[src/rtl/clock_step_generator.sv]
// ---------------------------------------------------------------------------
// clock_step_generator
//
// Runtime-programmable clock/tick generator for the processor and peripheral
// clock enables. A loadable divisor D sets the half-period (square mode) or
// the period (pulse mode). A synchronised push button steps the core one
// clock at a time in single-step mode. Hold mode freezes the output.
// All outputs are registered in the clk_in domain.
//
// Ports:
//   clk_in      system clock
//   reset       synchronous, active-high reset
//   enable      1 = run; 0 = freeze counter/clk_out/FSM, tick forced 0
//   mode        00 square, 01 pulse, 10 single-step, 11 hold
//   half_period new divisor value, captured on load (0 is stored as 1)
//   load        one-cycle strobe capturing half_period into D
//   step_btn    asynchronous step request (debounced externally)
//   clk_out     generated clock / pulse
//   tick        one-cycle strobe on every clk_out rising transition
//   busy        single-step high phase in progress
//   count       current counter value (never exceeds D-1)
// ---------------------------------------------------------------------------
module clock_step_generator #(
    parameter int                   CNT_WIDTH    = 32,
    parameter logic [CNT_WIDTH-1:0] DEFAULT_HALF = CNT_WIDTH'(50000000),
    parameter int                   SYNC_STAGES  = 2
) (
    input  logic                 clk_in,
    input  logic                 reset,
    input  logic                 enable,
    input  logic [1:0]           mode,
    input  logic [CNT_WIDTH-1:0] half_period,
    input  logic                 load,
    input  logic                 step_btn,
    output logic                 clk_out,
    output logic                 tick,
    output logic                 busy,
    output logic [CNT_WIDTH-1:0] count
);

    typedef enum logic [1:0] {
        MODE_SQUARE = 2'b00,
        MODE_PULSE  = 2'b01,
        MODE_STEP   = 2'b10,
        MODE_HOLD   = 2'b11
    } mode_t;

    typedef enum logic {
        S_IDLE = 1'b0,
        S_HIGH = 1'b1
    } step_state_t;

    logic [CNT_WIDTH-1:0]   d_reg;
    logic [CNT_WIDTH-1:0]   d_last;
    mode_t                  mode_q;
    step_state_t            state;
    logic [SYNC_STAGES-1:0] sync;
    logic                   btn_prev;
    logic                   step_edge;
    logic                   terminal;

    // D is never 0, so D-1 cannot wrap; D = 2^W-1 still fits.
    assign d_last   = d_reg - CNT_WIDTH'(1);
    assign terminal = (count == d_last);

    always_ff @(posedge clk_in) begin
        if (reset) begin
            clk_out   <= 1'b0;
            tick      <= 1'b0;
            busy      <= 1'b0;
            count     <= '0;
            d_reg     <= DEFAULT_HALF;
            mode_q    <= MODE_SQUARE;
            state     <= S_IDLE;
            sync      <= '0;
            btn_prev  <= 1'b0;
            step_edge <= 1'b0;
        end else begin
            // Button synchroniser and rising-edge detect run in every mode.
            // The edge itself is registered, giving SYNC_STAGES+1 edges of
            // latency from first sample to clk_out rising.
            sync      <= {sync[SYNC_STAGES-2:0], step_btn};
            btn_prev  <= sync[SYNC_STAGES-1];
            step_edge <= sync[SYNC_STAGES-1] & ~btn_prev;

            tick <= 1'b0;

            if (mode_t'(mode) != mode_q) begin
                // A mode change restarts from a clean low phase.
                mode_q  <= mode_t'(mode);
                count   <= '0;
                clk_out <= 1'b0;
                busy    <= 1'b0;
                state   <= S_IDLE;
            end else if (load) begin
                // Load beats a coincident terminal count: no toggle/pulse.
                d_reg <= (half_period == '0) ? CNT_WIDTH'(1) : half_period;
                count <= '0;
            end else if (enable) begin
                case (mode_q)
                    MODE_SQUARE: begin
                        if (terminal) begin
                            count   <= '0;
                            clk_out <= ~clk_out;
                            tick    <= ~clk_out;
                        end else begin
                            count <= count + CNT_WIDTH'(1);
                        end
                    end
                    MODE_PULSE: begin
                        // With D=1 every cycle is terminal, so clk_out stays
                        // high and tick fires every cycle.
                        if (terminal) begin
                            count   <= '0;
                            clk_out <= 1'b1;
                            tick    <= 1'b1;
                        end else begin
                            count   <= count + CNT_WIDTH'(1);
                            clk_out <= 1'b0;
                        end
                    end
                    MODE_STEP: begin
                        case (state)
                            S_IDLE: begin
                                count <= '0;
                                if (step_edge) begin
                                    clk_out <= 1'b1;
                                    tick    <= 1'b1;
                                    busy    <= 1'b1;
                                    state   <= S_HIGH;
                                end
                            end
                            S_HIGH: begin
                                // Edges arriving here are dropped, not queued.
                                if (terminal) begin
                                    clk_out <= 1'b0;
                                    busy    <= 1'b0;
                                    count   <= '0;
                                    state   <= S_IDLE;
                                end else begin
                                    count <= count + CNT_WIDTH'(1);
                                end
                            end
                            default: state <= S_IDLE;
                        endcase
                    end
                    default: begin
                        // Hold: count and clk_out stay frozen.
                    end
                endcase
            end
        end
    end

endmodule

[config.mk]
export PLATFORM = sky130hd
export DESIGN_NAME = clock_step_generator
export DESIGN_NICKNAME = d
export VERILOG_FILES = /design/src/rtl/clock_step_generator.sv
export SDC_FILE = /design/constraint.sdc
export NUM_CORES = 1
export LEC_CHECK = 0
export ABC_AREA = 1
export ABC_CLOCK_PERIOD_IN_PS = 6510
export BUFFER_PORTS_ARGS = -buffer_cell sky130_fd_sc_hd__buf_2
export CAP_MARGIN = 20
export CORE_MARGIN = 3
export CORE_UTILIZATION = 45
export CTS_BUF_LIST = sky130_fd_sc_hd__clkbuf_2
export CTS_CLUSTER_DIAMETER = 100
export DETAILED_ROUTE_END_ITERATION = 7
export HOLD_SLACK_MARGIN = 0.12
export PLACE_DENSITY_LB_ADDON = 0.12
export SLEW_MARGIN = 20
export SYNTH_ARGS = -nofsm -noshare
export SYNTH_HDL_FRONTEND = slang
export SYNTH_SLANG_ARGS = --single-unit
[constraint.sdc]
create_clock -name clk_in -period 6.51 [get_ports clk_in]
set_input_delay 0.651 -clock clk_in [delete_from_list [all_inputs] [get_ports clk_in]]
set_output_delay 0.651 -clock clk_in [all_outputs]
set_load 0.01 [all_outputs]
==> run_results.csv, run 1 <==
group,metric,value,unit
logic_synthesis,synth_edf_count,0,
clocking,path_clk_slew,190,ps
floorplan,core_area,10600,um2
timing,fin_skew,36.2,ps
route,vias,5134,
timing,setup_tns,0,ps
logic_synthesis,synth_area,5030,um2
logic_synthesis,ys_types,42,
setup_path,slowest_stage,"nor2_2",
power,p_per_area,161,nW/um2
route,drt.antenna.violating_nets,0,
placement,io_buffers,73,
global_route,grt_max_degree,38,
floorplan,die_h,112,um
floorplan,die_w,112,um
clocking,cts_resized,0,
setup_path,crit_path_end_kind,"register",
timing,rsz0062_at_grt,"false",
clocking,ctsRootBufferMaster,"clkbuf_2",
logic_synthesis,synth_area_leader_cell,"dfxtp_1",
setup_path,crit_type,"register to register",
setup_path,crit_buf_inv,2,
logic_synthesis,avgSynthCellArea,6.40,um2
power,peakVddDrop,0.000149,V
setup_path,timing.rr.start,"d_reg[0]",
setup_path,reg2regPathDepth,15,
timing,relSlewSlack,29.6,%
floorplan,ios,74,
floorplan,rows,37,
logic_synthesis,synthTopCellsByArea,"dfxtp_1 (29%), nand2_1 (15%), nor2_1 (9.8%)",
clocking,clock_latency,580,ps
timing,period_needed,2780,ps
global_route,grt_pass1_wl,23700,um
route,routed_wirelength,13800,um
logic_synthesis,mappedNetlistNets,832,
clocking,post_cts_buffers,0,
hold_path,hold_start,"step_btn",
setup_path,crit_path_start_kind,"register",
cells_and_area,drive_above_1_share,15.3,%
global_route,antenna_found_initial,0,
hold_path,hp-class,"primary input to register",
floorplan,dieArea,12500,um2
logic_synthesis,ys_ff_latch,74,
timing,holdWs,289,ps
cells_and_area,diodes,0,
logic_synthesis,yosysSeqAreaShare,29.5,%
logic_synthesis,yosys.area.top_type_share,29.5,%
timing,max_freq,360,MHz
hold_path,hold_depth,3,
clocking,cts_buffers,9,
setup_path,rr_endpoint,"count[24]",
clocking,htreeDepth,3,
clocking,cts_tree,"yes",
floorplan,start_util,47.4,%
logic_synthesis,ys.flop_type,"dfxtp_1",
timing,worst_pin_slew,1050,ps
route,drt_iter0_drc,328,
placement,dp_hpwl,10800,um
logic_synthesis,synth_cells,786,
clocking,hold_buffers,0,
power,p_leak,2.36,nW
setup_path,required,6920,ps
timing,fin_crit_sh,42.7,%
hold_path,min_to,"sync[0]",
route,avgViaCountPerCell,5.22,
run,maxCapViolations,0,
clocking,ctsLongestPathBuffers,2,
route,routedWlPerCell,14.1,um
cells_and_area,area_delta_synth_final,10.2,%
run_status,status,"finished clean",
setup_path,r2r_slack,3730,ps
setup_path,worstPathArrival,3190,ps
setup_path,max_stage_delay,410,ps
setup_path,critPathMaxFanout,23,
setup_path,worstPathCellList,"inv_2 -> ha_1 -> nand2_2 -> nor2_2 -> nand2_1 -> nand3_1 -> nand3_1 -> nor2_1 -> nand2_1 -> nor2_1 -> nand3_2 -> nand2_4 -> inv_4 -> o211ai_1 -> a21oi_1",
global_route,track_usage,23.0,%
logic_synthesis,yosysWarnings,0,
placement,gp_congestion,0.948,
timing,drv_slew,0,
global_route,grt_pass1_vias,4862,
route,first_pass_iters,5,
setup_path,critical_path.top_delay_family,"simple AND/OR/NAND/NOR gates",
logic_synthesis,synthArstFlopShare,0,%
timing,finalSetupViolCount,0,
global_route,grt_overflow,0,
clocking,cts_num_sinks,74,
cells_and_area,nets,890,
timing,hold_viol_final,0,
route,drc,0,
[Yosys cell counts, types with 13 or more instances]
library cell,instances
nand2_1,197
nor2_1,131
inv_1,76
dfxtp_1,74
a21oi_1,39
nand3_1,31
xor2_1,31
clkbuf_1,21
nand4_1,21
o21ai_0,18
xnor2_1,18
nor3_1,13
nor4_1,13
[worst max path at each step]
stage,end,cells after the start,start,slack [ps]
after floorplan,count[24],12,count[0],4360
after global placement,count[24],17,d_reg[0],3860
after detailed placement,count[24],15,d_reg[0],3810
after CTS,count[24],15,d_reg[0],3750
after global routing,count[24],15,d_reg[0],3420
final,count[24],15,d_reg[0],3730
[metrics by stage]
step	setup WS, ps	instance area, um2	std cells	util [%]	power (mW)
after global placement	3860	5440	969	51.3	0.649
final	3730	5540	984	52.2	0.890
after floorplan	4360	5030	786	-	0.609
after CTS	3750	5540	984	52.2	0.897
after global routing	3420	5540	984	52.2	0.946
after detailed placement	3810	5440	969	51.3	0.651
[worst register-to-register path: stages (launching register included)]
cell,delay [ps]
dfxtp_1,370
inv_2,70
ha_1,190
nand2_2,120
nor2_2,420
nand2_1,170
nand3_1,140
nand3_1,80
nor2_1,150
nand2_1,70
nor2_1,160
nand3_2,180
nand2_4,170
inv_4,130
o211ai_1,120
a21oi_1,80
[where the power goes]
part / internal, mW / total (mW) / switching, mW
registers: 0.469 / 0.491 / 0.0212
logic: 0.0535 / 0.152 / 0.0987
clock network: 0.0840 / 0.247 / 0.163
[placed cells by master (no fill, tap or decap), types with 2 or more instances in the layout]
| cell type | synthesis | layout |
|---|---|---|
| a211oi_1 | 11 | 11 |
| a21oi_1 | 39 | 39 |
| buf_2 | 1 | 73 |
| clkbuf_2 | 0 | 10 |
| clkinv_1 | 1 | 4 |
| dfxtp_1 | 74 | 74 |
| ha_1 | 7 | 7 |
| inv_1 | 76 | 76 |
| inv_2 | 7 | 7 |
| nand2_1 | 197 | 197 |
| nand2_2 | 8 | 8 |
| nand3_1 | 31 | 31 |
| nand3_2 | 4 | 4 |
| nand3b_1 | 6 | 6 |
| nand3b_2 | 2 | 2 |
| nand4_1 | 21 | 21 |
| nor2_1 | 131 | 131 |
| nor2_2 | 6 | 6 |
| nor2_4 | 6 | 6 |
| nor3_1 | 13 | 13 |
| nor4_1 | 13 | 13 |
| o211ai_1 | 6 | 6 |
| o21ai_0 | 18 | 18 |
| o21ai_1 | 5 | 5 |
| o21ai_2 | 2 | 2 |
| o21bai_1 | 5 | 5 |
| or2_1 | 8 | 8 |
| or2_2 | 3 | 3 |
| or4_1 | 2 | 2 |
| xnor2_1 | 18 | 18 |
| xor2_1 | 31 | 31 |
[area by class of cell]
type	instances	area, um2
clock buffers	10	50.0
clock inverters	5	46.3
fillers	1105	5060
inverters	85	322
multi-input cells	600	3100
flip-flops and latches	74	1480
well taps	136	170
repair buffers	74	373
[per-layer routing]
layer	share of wire, %	GRT usage [%]	vias up
met5	0	0	-
met4	1.3	4.79	0
met3	5.3	5.54	9
met2	48	38.9	121
met1	45	29.9	2367
li1	-	-	2637
[logic make-up after synthesis]
logic type / count (synthesis) / share of synthesized area, %
compound gates: 86 / 9.80
xor+xnor: 49 / 8.53
fa+ha+maj: 7 / 1.74
buf+inv: 112 / 8.96
flops: 74 / 29.5
simple gates: 458 / 41.5
Note: power is estimated with default switching activity, not from simulation.
==> run 2, diff against run 1 <==
ABC_CLOCK_PERIOD_IN_PS = 2200   (was 6510)
clock period = 2.2 ns   (was 6.51 ns; I/O delays follow)
==> run 2 against run 1 <==
  * The flow now finishes with violations (negative setup slack)
  * Sequential power rose to 3.0 times the previous value
  * Sequential share of layout area shrank 4.7 points
  * Maximum frequency increased by 26%
  * Count of clock-buffer cells in the layout increased by 3
  * Register-to-register slack got worse by 3700 ps
  * Final cell count grew 13%
  * Hold slack better by 110 ps
  * Combinational power rose to 4.6 times the previous value
  * Utilization grew 12 points
  * Clock power up 140%
  * First-iteration DRC count up 45%
  * Critical path type unchanged
==> run_results.csv, run 2 (synthesis gave the netlist of run 1 again) <==
group,metric,value,unit
route,drt_iter0_drc,474,
global_route,grt_use_met1,29.8,%
setup_path,rr_endpoint,"clk_out",
route,routed_wirelength,15900,um
floorplan,dieArea,12500,um2
floorplan,ios,74,
cells_and_area,stdcell_area,6810,um2
cells_and_area,nets,1014,
floorplan,start_util,47.4,%
floorplan,die_w,112,um
setup_path,crit_path_start_kind,"register",
setup_path,reg2regPathDepth,18,
setup_path,startpoint,"d_reg[6]",
power,peakVddDrop,0.000401,V
route,drt.antenna.violating_nets,0,
run,maxCapViolations,0,
power,p_leak,3.02,nW
placement,dp_hpwl,11500,um
global_route,grt_overflow,0,
setup_path,r2r_slack,-4,ps
clocking,ctsRootBufferMaster,"clkbuf_2",
timing,max_freq,454,MHz
timing,finalSetupViolCount,2,
cells_and_area,final_cells,1107,
timing,setup_ws,-3.99,ps
cells_and_area,drive_above_1_share,26.7,%
clocking,clock_latency,560,ps
setup_path,crit_type,"register to register",
timing,setup_tns,-4.63,ps
placement,gp_congestion,0.967,
setup_path,timing.rr.start,"d_reg[6]",
timing,fin_skew,31.0,ps
route,routedWlPerCell,14.3,um
placement,io_buffers,73,
placement,place_inst,1037,
clocking,cts_buffers,9,
setup_path,required,2700,ps
route,avgViaCountPerCell,5.14,
hold_path,hp-class,"register to register",
global_route,grt_pass1_vias,5562,
cells_and_area,final_cell_mix,"nand2_1 (186), nor2_1 (116), inv_1 (75), buf_4 (75), buf_2 (73)",
run_status,status,"finished with violations",
route,vias,5692,
cells_and_area,final_common_cell,"nand2_1",
power,p_per_area,404,nW/um2
run_status,violations,"negative setup slack",
setup_path,worstPathArrival,2700,ps
timing,hold_viol_final,0,
global_route,grt_use_met2,46.3,%
clocking,path_clk_slew,180,ps
setup_path,critPathMaxFanout,5,
timing,period_needed,2200,ps
floorplan,core_area,10600,um2
timing,rsz0062_at_grt,"true",
floorplan,die_h,112,um
cells_and_area,fillers,962,
cells_and_area,diodes,0,
global_route,grt_pass1_wl,26100,um
placement,place_area,5980,um2
global_route,grt_max_degree,38,
setup_path,crit_path_end_kind,"register",
floorplan,rows,37,
cells_and_area,area_delta_synth_final,35.5,%
global_route,antenna_found_initial,0,
route,drc,0,
clocking,ctsLongestPathBuffers,2,
timing,relSlewSlack,58.3,%
clocking,cts_num_sinks,74,
setup_path,crit_path_end,"clk_out",
global_route,grtUsageMet3,6.03,%
timing,worst_pin_slew,624,ps
global_route,track_usage,25.6,%
route,first_pass_iters,5,
clocking,cts_tree,"yes",
clocking,htreeDepth,3,
timing,drv_slew,0,
global_route,top_usage_layer,"met2",
timing,fin_crit_sh,100,%
[run 2: layout make-up]
| cell class | count | area, um2 | area share (%) |
|---|---|---|---|
| flip-flops and latches | 74 | 1510 | 22.1 |
| multi-input cells | 600 | 3280 | 48.1 |
| inverters | 85 | 329 | 4.83 |
| well taps | 136 | 170 | 2.50 |
| repair buffers | 198 | 1460 | 21.5 |
| clock buffers | 13 | 65.1 | 0.955 |
| clock inverters | 1 | 3.75 | 0.0551 |
[run 2: what timing repair did]
item                       CTS  global route
hold buffers                43             0
setup endpoints to repair   36            37
gates cloned                 0             0
setup buffers                5             8
pin swaps                   20            26
hold endpoints to repair    42             0
gates resized for setup     43            35
[run 2: stage by stage]
stage | total power, mW | hold slack (ps) | util, % | setup WS [ps]
after floorplan | 1.80 | 327 | - | 47.9
after global placement | 2.02 | 380 | 56.4 | -101
after detailed placement | 2.03 | 387 | 56.4 | -132
after CTS | 2.74 | 373 | 62.5 | 6.30
after global routing | 2.91 | 401 | 64.3 | -214
final | 2.75 | 404 | 64.3 | -3.99
[run 2: per-layer routing]
layer	share of wire (%)	vias to the layer above
met5	0	-
met4	2.7	0
met3	5.2	36
met2	51	165
met1	41	2617
li1	-	2874
[run 2: how the worst min path moves through the flow]
stage,from,endpoint,cells past startpoint
floorplan,step_btn,sync[0],2
global placement,btn_prev,step_edge,1
detailed placement,btn_prev,step_edge,1
CTS,half_period[12],d_reg[12],4
global route,half_period[14],d_reg[14],4
finish,btn_prev,step_edge,1
[run 2: power breakdown]
part / leakage, nW / internal [mW] / switching, mW / total [mW]
Combinational: 2.36 / 0.326 / 0.368 / 0.694
Clock: 0.0556 / 0.153 / 0.453 / 0.605
Sequential: 0.607 / 1.39 / 0.0628 / 1.45
[run 2: critical path: stages (launching register included)]
cell     delay (ps)
dfxtp_4         400
nor2_2          150
nand2_2         100
nor2_4          160
buf_6           140
buf_6            90
nand3_2          60
nand2_1          60
nand2_1          40
nor2_1          100
nand3_1          90
nor2_2          150
nand3_4         130
buf_6           150
o21ai_2          90
nand2_1          60
nand2_1          60
nand2_1          40
nor2_1           90
